File: config.mk
export PLATFORM = sky130hd
export DESIGN_NAME = control_sequencer
export DESIGN_NICKNAME = d
export VERILOG_FILES = /design/src/rtl/control_sequencer_pkg.sv /design/src/rtl/control_sequencer_microcode_rom.sv /design/src/rtl/control_sequencer.sv
export SDC_FILE = /design/constraint.sdc
export NUM_CORES = 1
export LEC_CHECK = 0
export ABC_AREA = 1
export CAP_MARGIN = 20
export CORE_MARGIN = 4
export CORE_UTILIZATION = 40
export CTS_CLUSTER_DIAMETER = 60
export DETAILED_ROUTE_END_ITERATION = 12
export PLACE_DENSITY = 0.77
export SKIP_LAST_GASP = 1
export SLEW_MARGIN = 5
export SYNTH_ARGS = -nofsm -noshare
export SYNTH_HDL_FRONTEND = slang
export SYNTH_SLANG_ARGS = --single-unit
File: constraint.sdc
create_clock -name clk -period 1.9 [get_ports clk]
set_input_delay 0.38 -clock clk [delete_from_list [all_inputs] [get_ports clk]]
set_output_delay 0.38 -clock clk [all_outputs]
set_load 0.02 [all_outputs]
File: src/rtl/control_sequencer_pkg.sv
// rtl/control_sequencer_pkg.sv - shared opcodes, control bit indices and step limits
// Used by the sequencer, its microcode ROM and the bench.
package control_sequencer_pkg;

    typedef enum logic [3:0] {
        OP_NOP = 4'h0,
        OP_LDA = 4'h1,
        OP_ADD = 4'h2,
        OP_SUB = 4'h3,
        OP_STA = 4'h4,
        OP_LDI = 4'h5,
        OP_JMP = 4'h6,
        OP_JC  = 4'h7,
        OP_JZ  = 4'h8,
        OP_OUT = 4'hE,
        OP_HLT = 4'hF
    } opcode_e;

    localparam int B_HLT = 15;
    localparam int B_MI  = 14;
    localparam int B_RI  = 13;
    localparam int B_RO  = 12;
    localparam int B_IO  = 11;
    localparam int B_II  = 10;
    localparam int B_AI  = 9;
    localparam int B_AO  = 8;
    localparam int B_EO  = 7;
    localparam int B_SU  = 6;
    localparam int B_BI  = 5;
    localparam int B_OI  = 4;
    localparam int B_CE  = 3;
    localparam int B_CO  = 2;
    localparam int B_J   = 1;

    localparam logic [2:0] LAST_FETCH = 3'd1;
    localparam logic [2:0] LAST_SHORT = 3'd2;
    localparam logic [2:0] LAST_MEM   = 3'd3;
    localparam logic [2:0] LAST_ALU   = 3'd4;

    typedef logic [15:0] ctrl_t;

    function automatic ctrl_t cbit(input int idx);
        return ctrl_t'(1) << idx;
    endfunction

    // Final microstep of each instruction; unknown opcodes end after fetch.
    function automatic logic [2:0] last_step(input logic [3:0] op);
        case (op)
            OP_LDA, OP_STA:                 return LAST_MEM;
            OP_ADD, OP_SUB:                 return LAST_ALU;
            OP_LDI, OP_JMP, OP_JC, OP_JZ,
            OP_OUT, OP_HLT:                 return LAST_SHORT;
            default:                        return LAST_FETCH;
        endcase
    endfunction

endpackage

File: src/rtl/control_sequencer_microcode_rom.sv
// rtl/control_sequencer_microcode_rom.sv - combinational step/opcode to control word decode
// Ports: opcode, step, CF, ZF in; ctrl_raw (unmasked control word), last (final step) out.
module microcode_rom
    import control_sequencer_pkg::*;
(
    input  logic [3:0]  opcode,
    input  logic [2:0]  step,
    input  logic        CF,
    input  logic        ZF,
    output logic [15:0] ctrl_raw,
    output logic        last
);

    always_comb begin
        ctrl_raw = '0;
        // >= rather than == so a step past the opcode's end still wraps to fetch.
        last     = (step >= last_step(opcode));
        case (step)
            3'd0: ctrl_raw = cbit(B_CO) | cbit(B_MI);
            3'd1: ctrl_raw = cbit(B_RO) | cbit(B_II) | cbit(B_CE);
            3'd2: begin
                case (opcode)
                    OP_LDA, OP_ADD, OP_SUB, OP_STA: ctrl_raw = cbit(B_IO) | cbit(B_MI);
                    OP_LDI: ctrl_raw = cbit(B_IO) | cbit(B_AI);
                    OP_JMP: ctrl_raw = cbit(B_IO) | cbit(B_J);
                    OP_JC:  ctrl_raw = CF ? (cbit(B_IO) | cbit(B_J)) : '0;
                    OP_JZ:  ctrl_raw = ZF ? (cbit(B_IO) | cbit(B_J)) : '0;
                    OP_OUT: ctrl_raw = cbit(B_AO) | cbit(B_OI);
                    OP_HLT: ctrl_raw = cbit(B_HLT);
                    default: ctrl_raw = '0;
                endcase
            end
            3'd3: begin
                case (opcode)
                    OP_LDA:         ctrl_raw = cbit(B_RO) | cbit(B_AI);
                    OP_ADD, OP_SUB: ctrl_raw = cbit(B_RO) | cbit(B_BI);
                    OP_STA:         ctrl_raw = cbit(B_AO) | cbit(B_RI);
                    default:        ctrl_raw = '0;
                endcase
            end
            3'd4: begin
                case (opcode)
                    OP_ADD:  ctrl_raw = cbit(B_EO) | cbit(B_AI);
                    OP_SUB:  ctrl_raw = cbit(B_EO) | cbit(B_SU) | cbit(B_AI);
                    default: ctrl_raw = '0;
                endcase
            end
            default: ctrl_raw = '0;
        endcase
    end

endmodule

File: src/rtl/control_sequencer.sv
// rtl/control_sequencer.sv - microstep counter with halt latch and reset/halt overrides
// Ports: clk, rst (sync, active-high), opcode, CF, ZF in; ctrl, step, halted out.
module control_sequencer
    import control_sequencer_pkg::*;
(
    input  logic        clk,
    input  logic        rst,
    input  logic [3:0]  opcode,
    input  logic        CF,
    input  logic        ZF,
    output logic [15:0] ctrl,
    output logic [2:0]  step,
    output logic        halted
);

    logic [2:0]  step_q, step_d;
    logic        halted_q, halted_d;
    logic [15:0] ctrl_raw;
    logic        last;

    microcode_rom u_rom (
        .opcode   (opcode),
        .step     (step_q),
        .CF       (CF),
        .ZF       (ZF),
        .ctrl_raw (ctrl_raw),
        .last     (last)
    );

    always_comb begin
        step_d   = step_q + 3'd1;
        halted_d = halted_q;
        if (halted_q) begin
            step_d = 3'd0;
        end else if (last) begin
            step_d = 3'd0;
            if (opcode == OP_HLT) begin
                halted_d = 1'b1;
            end
        end

        // Reset dominates halt, which dominates the microcode.
        ctrl = ctrl_raw;
        if (rst) begin
            ctrl = '0;
        end else if (halted_q) begin
            ctrl = cbit(B_HLT);
        end
    end

    always_ff @(posedge clk) begin
        if (rst) begin
            step_q   <= 3'd0;
            halted_q <= 1'b0;
        end else begin
            step_q   <= step_d;
            halted_q <= halted_d;
        end
    end

    assign step   = step_q;
    assign halted = halted_q;

endmodule

==> results of run 1 <==
[metal layers]
metal	wire, um	vias up
met4	104	0
li1	-	439
met2	1490	37
met3	121	10
met1	1040	421
met5	0	-
[stage by stage]
stage           util  cells  area, um^2  total power [mW]
2_1_floorplan      -    102         631             0.358
3_3_place_gp   0.750    160        1040             0.568
3_5_place_dp   0.750    160        1040             0.586
4_1_cts        0.798    167        1100             0.735
5_1_grt        0.862    173        1190             0.877
6_report       0.862    173        1190             0.827
[registers in the layout, indices dropped and copies added, names as in the netlist]
register,count
step,3
halted,1
[repair_timing]
| item | 4_1_cts | 5_1_grt |
|---|---|---|
| setup buffers | 4 | 6 |
| hold endpoints to repair | 0 | 0 |
| setup endpoints to repair | 19 | 17 |
| cloned | 0 | 0 |
| resized for setup | 88 | 23 |
| pin swaps | 8 | 11 |
[cells in the final DEF, fill, tap and decap left out, drive strengths merged]
cell type	instances
buf	42
nor2	22
nand2	20
inv	16
nand3	11
ha	8
a21oi	7
clkdlybuf4s50	6
clkbuf	6
nor3	4
dfxtp	4
dlygate4sd2	3
o21ai	2
nand4	2
o21bai	1
or2	1
nand3b	1
conb	1
clkdlybuf4s15	1
[worst reg2reg max path: cells and delay by family (launching register included)]
| kind | cells | cell delay [ns] |
|---|---|---|
| fa+ha+maj | 1 | 0.27 |
| simple gates | 3 | 0.44 |
| buf+inv | 4 | 0.42 |
| flops | 1 | 0.36 |
[logic make-up after synthesis]
logic type	share of synthesized area
and+or+nand+nor	0.489
buffers and inverters	0.120
AOI/OAI and AO/OA	0.0962
adders and majority gates	0.160
DFF	0.128
other	0.00601
[final cells by class]
type	count	area, um^2
Inverter	16	65.1
Timing Repair Buffer	55	433
Sequential cell	4	87.6
Tap cell	15	18.8
Fill cell	77	191
Clock buffer	3	22.5
Multi-Input combinational cell	80	564
[worst max path at each step]
stage               slack [ns]       to  cells past startpoint
global placement         -0.64  ctrl[9]                      7
CTS                      -0.05  ctrl[1]                      9
detailed placement       -0.67  ctrl[1]                      7
global route             -0.13  step[0]                     10
finish                   -0.04  step[0]                     10
floorplan                 0.02  ctrl[8]                      6
[power by group through the flow]
stage | sequential [mW] | clock (mW) | combinational (mW)
global placement | 0.114 | 0 | 0.454
floorplan | 0.132 | 0 | 0.226
CTS | 0.128 | 0.111 | 0.497
global route | 0.129 | 0.119 | 0.629
detailed placement | 0.116 | 0 | 0.470
finish | 0.128 | 0.107 | 0.592
==> out/qor.txt, run 1 <==
RUN STATUS
--------------------------------------------------------------------------------------
Outcome                                                                   finished, violations left
Failing checks                                                            setup timing

GLOBAL ROUTING
--------------------------------------------------------------------------------------
Met2 track demand over resource in global routing                                0.460
Number of antenna violations at the first check in global routing                    0
Total Routing Usage GR                                                           0.222
Global-route wire length before repair                                         3520 um
Global-route track usage on met3                                                0.0188
Number of global-route vias before repair                                          818
Largest net degree at the start of global routing                                    8
GRT Max-Usage Layer                                                               met2
Met1 Usage GRT                                                                   0.219
Aggregate global routing overflow                                                    0

FLOORPLAN
--------------------------------------------------------------------------------------
Die extent in x                                                                47.5 um
Die height                                                                     47.5 um
DIE AREA                                                                  0.00226 mm^2
Number of top-level design ports                                                    28
Starting Density                                                                 0.452
Std-Cell Rows                                                                       13
Core ar.                                                                  0.00138 mm^2

POWER
--------------------------------------------------------------------------------------
IR Drop Worst-Case VDD                                                          562 uV
Pleak                                                                         0.598 nW
Net switching power figure                                                    0.373 mW
Internal power consumption                                                    0.455 mW
Share of power burned in combinational logic                                     0.715
Power Dens Cells                                                           694 mW/mm^2
Relative contribution of the clock network to total power                        0.129
Sequential cell fraction of total power                                          0.155
Switching Fraction                                                               0.451

STA
--------------------------------------------------------------------------------------
Setup repair after global routing missed its margin                               true
Tightest hold margin                                                          0.596 ns
Sum of negative setup slack                                                  -0.165 ns
Timing-limited maximum frequency                                               515 MHz
Max Clock Skew                                                              0.00530 ns
Slack of the critical path                                                  -0.0407 ns
Setup violation total in the final timing report                                     7
Max Slew Vio Count                                                                   0
Final Hold Violating Endpoints                                                       0
Share of the cycle needed by the critical path after routing                      1.02
Post-route minimum period                                                      1.94 ns

SETUP PATH
--------------------------------------------------------------------------------------
WS Path Type                                                              input port to flip-flop
Most used cell along the critical path                                    sky130_fd_sc_hd__nor2_1
Cell-by-cell listing of the critical path                                 clkdlybuf4s15_1, inv_2, nand3_1, nand2_1, buf_4, nor2_1, ha_1, nand3b_1, nand4_1, nor2_1
Worst setup EP type                                                          flip-flop
Buf/Inv on CP                                                                        3
Data arrival at the endpoint of the critical path                              2.09 ns
Worst R2R Path Depth                                                                 8
Critical-path cell with the highest stage delay                           sky130_fd_sc_hd__clkdlybuf4s15_1
Highest fanout seen on the critical path                                             4
Highest cell delay on the worst timing path                                    0.31 ns
Worst path top cell family by delay                                       simple AND/OR/NAND/NOR gates
Data required time at the worst endpoint                                       2.05 ns
Crit path launch type                                                       input port
Launch instance of the worst register-to-register path                         step[0]
FF-to-FF End                                                                   step[0]
Reg-to-reg setup timing slack                                                  0.33 ns
Timing startpoint of the critical path                                       opcode[2]

SYNTHESIS
--------------------------------------------------------------------------------------
Average size of a mapped cell                                                6.12 um^2
Share of synthesized area occupied by flip-flops and latches                     0.128
Synth area leaders                                                        sky130_fd_sc_hd__ha_1, sky130_fd_sc_hd__dfxtp_1, sky130_fd_sc_hd__nand2_1
Commonest cells in the netlist                                            sky130_fd_sc_hd__nand2_1, sky130_fd_sc_hd__nor2_1, sky130_fd_sc_hd__inv_1
Cell count after synthesis                                                         102
Flip-flop and latch count after synthesis                                            4
Post-synthesis cell area                                                      624 um^2
Proportion of synthesized flip-flops having asynchronous set or reset                0
Library cell occupying the most area in the post-synthesis netlist        sky130_fd_sc_hd__ha_1
Netlist cell types                                                                  23
Number of flops mapped to enable cells by yosys                                      0
Area share of the largest cell type after synthesis                              0.160
Count of synthesis-stage warnings from yosys                                         0
Synthesized netlist net count                                                      118
Most used flip-flop cell after synthesis                                  sky130_fd_sc_hd__dfxtp_1

DETAILED ROUTING
--------------------------------------------------------------------------------------
DR WL/cell                                                                     15.9 um
Remaining antenna violation count                                                    0
Remaining DRCs                                                                       0
Avg Vias per Cell                                                                 5.24
Routed wire length                                                             2750 um
Total via count after detailed routing                                             907
Iteration-0 DRC Markers                                                             24
First-pass detailed-route iteration total                                            4

FINISH
--------------------------------------------------------------------------------------
Layout-stage area growth over the synthesis result                               90.8%
Antenna Diode Count                                                                  0
# nets final                                                                       176
Layout cells sized above 1                                                       0.519

PLACED DESIGN
--------------------------------------------------------------------------------------
Sum of net half-perimeters after detailed placement                            1650 um
IO buf count                                                                        26
Post-Place Setup Slack                                                       -0.674 ns
Routability Congestion                                                           0.835

CLOCK NETWORK
--------------------------------------------------------------------------------------
Hold buffers post-CTS                                                                0
Number of buffers created by CTS                                                     3
Clock Tree Buf Depth                                                                 2
H-tree level count                                                                   1
CTS root buf                                                              sky130_fd_sc_hd__clkbuf_4
Clock insertion delay at the later pin of the skew report                      0.24 ns
TritonCTS clock tree                                                               yes
TritonCTS sink count                                                                 4
Clock slew at the register clock pins of the worst setup and hold paths        0.04 ns

MIN PATH
--------------------------------------------------------------------------------------
Endpoint, Worst Hold                                                            halted
Hold depth                                                                           2
Start point of the worst hold path                                              halted
Class of the most critical hold timing path                               flip-flop to flip-flop

RUN
--------------------------------------------------------------------------------------
Max-cap viol count                                                                   0

Power figures use the tool's default switching activity.
==> inputs of run 2 (changes only) <==
--- a/config.mk
+++ b/config.mk
@@ -8,10 +8,10 @@
 export ABC_AREA = 1
 export CAP_MARGIN = 20
 export CORE_MARGIN = 4
-export CORE_UTILIZATION = 40
+export CORE_UTILIZATION = 44
 export CTS_CLUSTER_DIAMETER = 60
 export DETAILED_ROUTE_END_ITERATION = 12
-export PLACE_DENSITY = 0.77
+export PLACE_DENSITY = 0.84
 export SKIP_LAST_GASP = 1
 export SLEW_MARGIN = 5
 export SYNTH_ARGS = -nofsm -noshare
==> constraint.sdc (replaced) <==
create_clock -name clk -period 2.4 [get_ports clk]
set_input_delay 0.48 -clock clk [delete_from_list [all_inputs] [get_ports clk]]
set_output_delay 0.48 -clock clk [all_outputs]
set_load 0.02 [all_outputs]
==> run 2 against run 1 <==
  * Count of clock-buffer cells in the layout unchanged
  * Critical endpoint is now ctrl[14]
  * Clock skew down 0.0027 ns
  * The flow now finishes without violations
  * Largest cell class unchanged
  * Critical path type is now input port to output port
  * Routed wire length down 34%
==> out/qor.txt, run 2 (synthesis gave the netlist of run 1 again) <==
CLOCK NETWORK
--------------------------------------------------------------------------------------
H-tree level count                                                                   1
Clock insertion delay at the later pin of the skew report                      0.24 ns
Number of buffers created by CTS                                                     3
Hold buffers post-CTS                                                                0
TritonCTS clock tree                                                               yes
Post-CTS setup repair buffer count                                                   0
Clock slew at the register clock pins of the worst setup and hold paths        0.03 ns
TritonCTS sink count                                                                 4
CTS root buf                                                              sky130_fd_sc_hd__clkbuf_4
Clock Tree Buf Depth                                                                 2

POWER
--------------------------------------------------------------------------------------
Power Dens Cells                                                           492 mW/mm^2
IR Drop Worst-Case VDD                                                          382 uV
Pleak                                                                         0.508 nW

FINISH
--------------------------------------------------------------------------------------
Non-Filler Cell Area, Final                                                   963 um^2
Commonest non-fill, non-tap cell in the layout                            sky130_fd_sc_hd__nor2_1
Non-filler instance count after layout                                             155
# nets final                                                                       158
Layout Utilization                                                               0.731
Antenna Diode Count                                                                  0
Layout cells sized above 1                                                       0.257
Flip-flop count of the largest register after layout                                 3
Layout-stage area growth over the synthesis result                               54.3%
Most frequent cells in the layout                                         sky130_fd_sc_hd__nor2_1, sky130_fd_sc_hd__nand2_1, sky130_fd_sc_hd__inv_1

PLACED DESIGN
--------------------------------------------------------------------------------------
Post-Place Setup Slack                                                       -0.366 ns
Routability Congestion                                                           0.871
Cell area reported after detailed placement                                   971 um^2
Sum of net half-perimeters after detailed placement                            1510 um
Count of placed standard cells including taps                                      152
IO buf count                                                                        26

SETUP PATH
--------------------------------------------------------------------------------------
Highest fanout seen on the critical path                                             5
Cell-by-cell listing of the critical path                                 clkdlybuf4s50_1, inv_1, nand2_1, nand2_2, nand2_1, a21oi_1, nor2_1, dlygate4sd2_1
Crit path launch type                                                       input port
Data required time at the worst endpoint                                       1.92 ns
Data arrival at the endpoint of the critical path                              1.88 ns
Most used cell along the critical path                                    sky130_fd_sc_hd__nand2_1
Worst setup EP type                                                        output port
WS Path Type                                                              input port to output port
Critical-path cell with the highest stage delay                           sky130_fd_sc_hd__clkdlybuf4s50_1
Highest cell delay on the worst timing path                                    0.58 ns

GLOBAL ROUTING
--------------------------------------------------------------------------------------
Total Routing Usage GR                                                           0.200
Aggregate global routing overflow                                                    0
Global-route wire length before repair                                         2970 um
Number of antenna violations at the first check in global routing                    0
Largest net degree at the start of global routing                                    8
Number of global-route vias before repair                                          726

FLOORPLAN
--------------------------------------------------------------------------------------
DIE AREA                                                                  0.00209 mm^2
Starting Density                                                                 0.474
Core ar.                                                                  0.00132 mm^2
Die height                                                                     45.7 um
Die extent in x                                                                45.7 um
Number of top-level design ports                                                    28
Std-Cell Rows                                                                       13

STA
--------------------------------------------------------------------------------------
Setup violation total in the final timing report                                     0
Tightest hold margin                                                          0.457 ns
Share of the cycle needed by the critical path after routing                     0.985
Timing-limited maximum frequency                                               423 MHz
Post-route minimum period                                                      2.36 ns
Max Clock Skew                                                              0.00255 ns
Slack of the critical path                                                   0.0371 ns
Setup repair after global routing missed its margin                               true
Max Slew Vio Count                                                                   0
Final Hold Violating Endpoints                                                       0

MIN PATH
--------------------------------------------------------------------------------------
Class of the most critical hold timing path                               flip-flop to flip-flop

RUN
--------------------------------------------------------------------------------------
Max-cap viol count                                                                   0

DETAILED ROUTING
--------------------------------------------------------------------------------------
Routed wire length                                                             1810 um
Avg Vias per Cell                                                                 5.06
DR WL/cell                                                                     11.7 um
First-pass detailed-route iteration total                                            5
Remaining antenna violation count                                                    0
Total via count after detailed routing                                             784
Iteration-0 DRC Markers                                                             11
Remaining DRCs                                                                       0

RUN STATUS
--------------------------------------------------------------------------------------
Outcome                                                                      completed

## run 2: cell types whose count changed in the layout (fill, tap and decap cells not counted), moves of 3 or more
cell / change
sky130_fd_sc_hd__dlygate4sd2_1: +6
sky130_fd_sc_hd__clkbuf_2: +3
sky130_fd_sc_hd__clkdlybuf4s50_1: +3
sky130_fd_sc_hd__inv_1: +3
sky130_fd_sc_hd__a21oi_1: +3
sky130_fd_sc_hd__buf_6: -5
sky130_fd_sc_hd__buf_2: -5
sky130_fd_sc_hd__buf_4: -21
sky130_fd_sc_hd__ha_1: +4
sky130_fd_sc_hd__nand2_1: +3
## run 2: report_power, final
group          switching [mW]  internal, mW
Combinational           0.175         0.122
Sequential             0.0143        0.0793
Clock                  0.0280        0.0560
Total                   0.217         0.257
## run 2: path summary, 6_finish.rpt
check	slack [ns]	to	start	depth (start not counted)
setup / recovery	0.04	ctrl[14]	opcode[1]	8
hold / removal	0.46	step[0]	step[0]	1
setup reg to reg	0.98	halted	step[2]	6
hold reg to reg	0.46	step[0]	step[0]	1
## run 2: critical path: cells and delay by family
kind / cells / cell delay (ns)
compound gates: 1 / 0.06
simple gates: 4 / 0.34
buf+inv: 3 / 1.00
## run 2: area by class of cell
class                      count  area [um^2]
fill                         118          354
inverter                      16         60.1
sequential                     4         81.3
multi-input combinational     80          477
timing repair buffer          37          304
clock buffer                   3         22.5
tap                           15         18.8
## run 2: per-stage QoR
stage / total power, mW / TNS (ns)
finish: 0.474 / 0
global route: 0.525 / -0.0446
CTS: 0.481 / 0
detailed placement: 0.406 / -3.96
global placement: 0.396 / -3.30
floorplan: 0.283 / 0
## run 2: per-layer routing
metal / GRT usage / vias up / part of all wire
met3: 0.0277 / 10 / 0.065
met5: 0 / - / 0
met4: 0.158 / 0 / 0.040
met1: 0.216 / 339 / 0.40
li1: - / 400 / -
met2: 0.343 / 35 / 0.49
## run 2: what timing repair did
action	CTS	global route
pin swaps	0	0
endpoints found under the setup margin	15	11
gates resized for setup	18	15
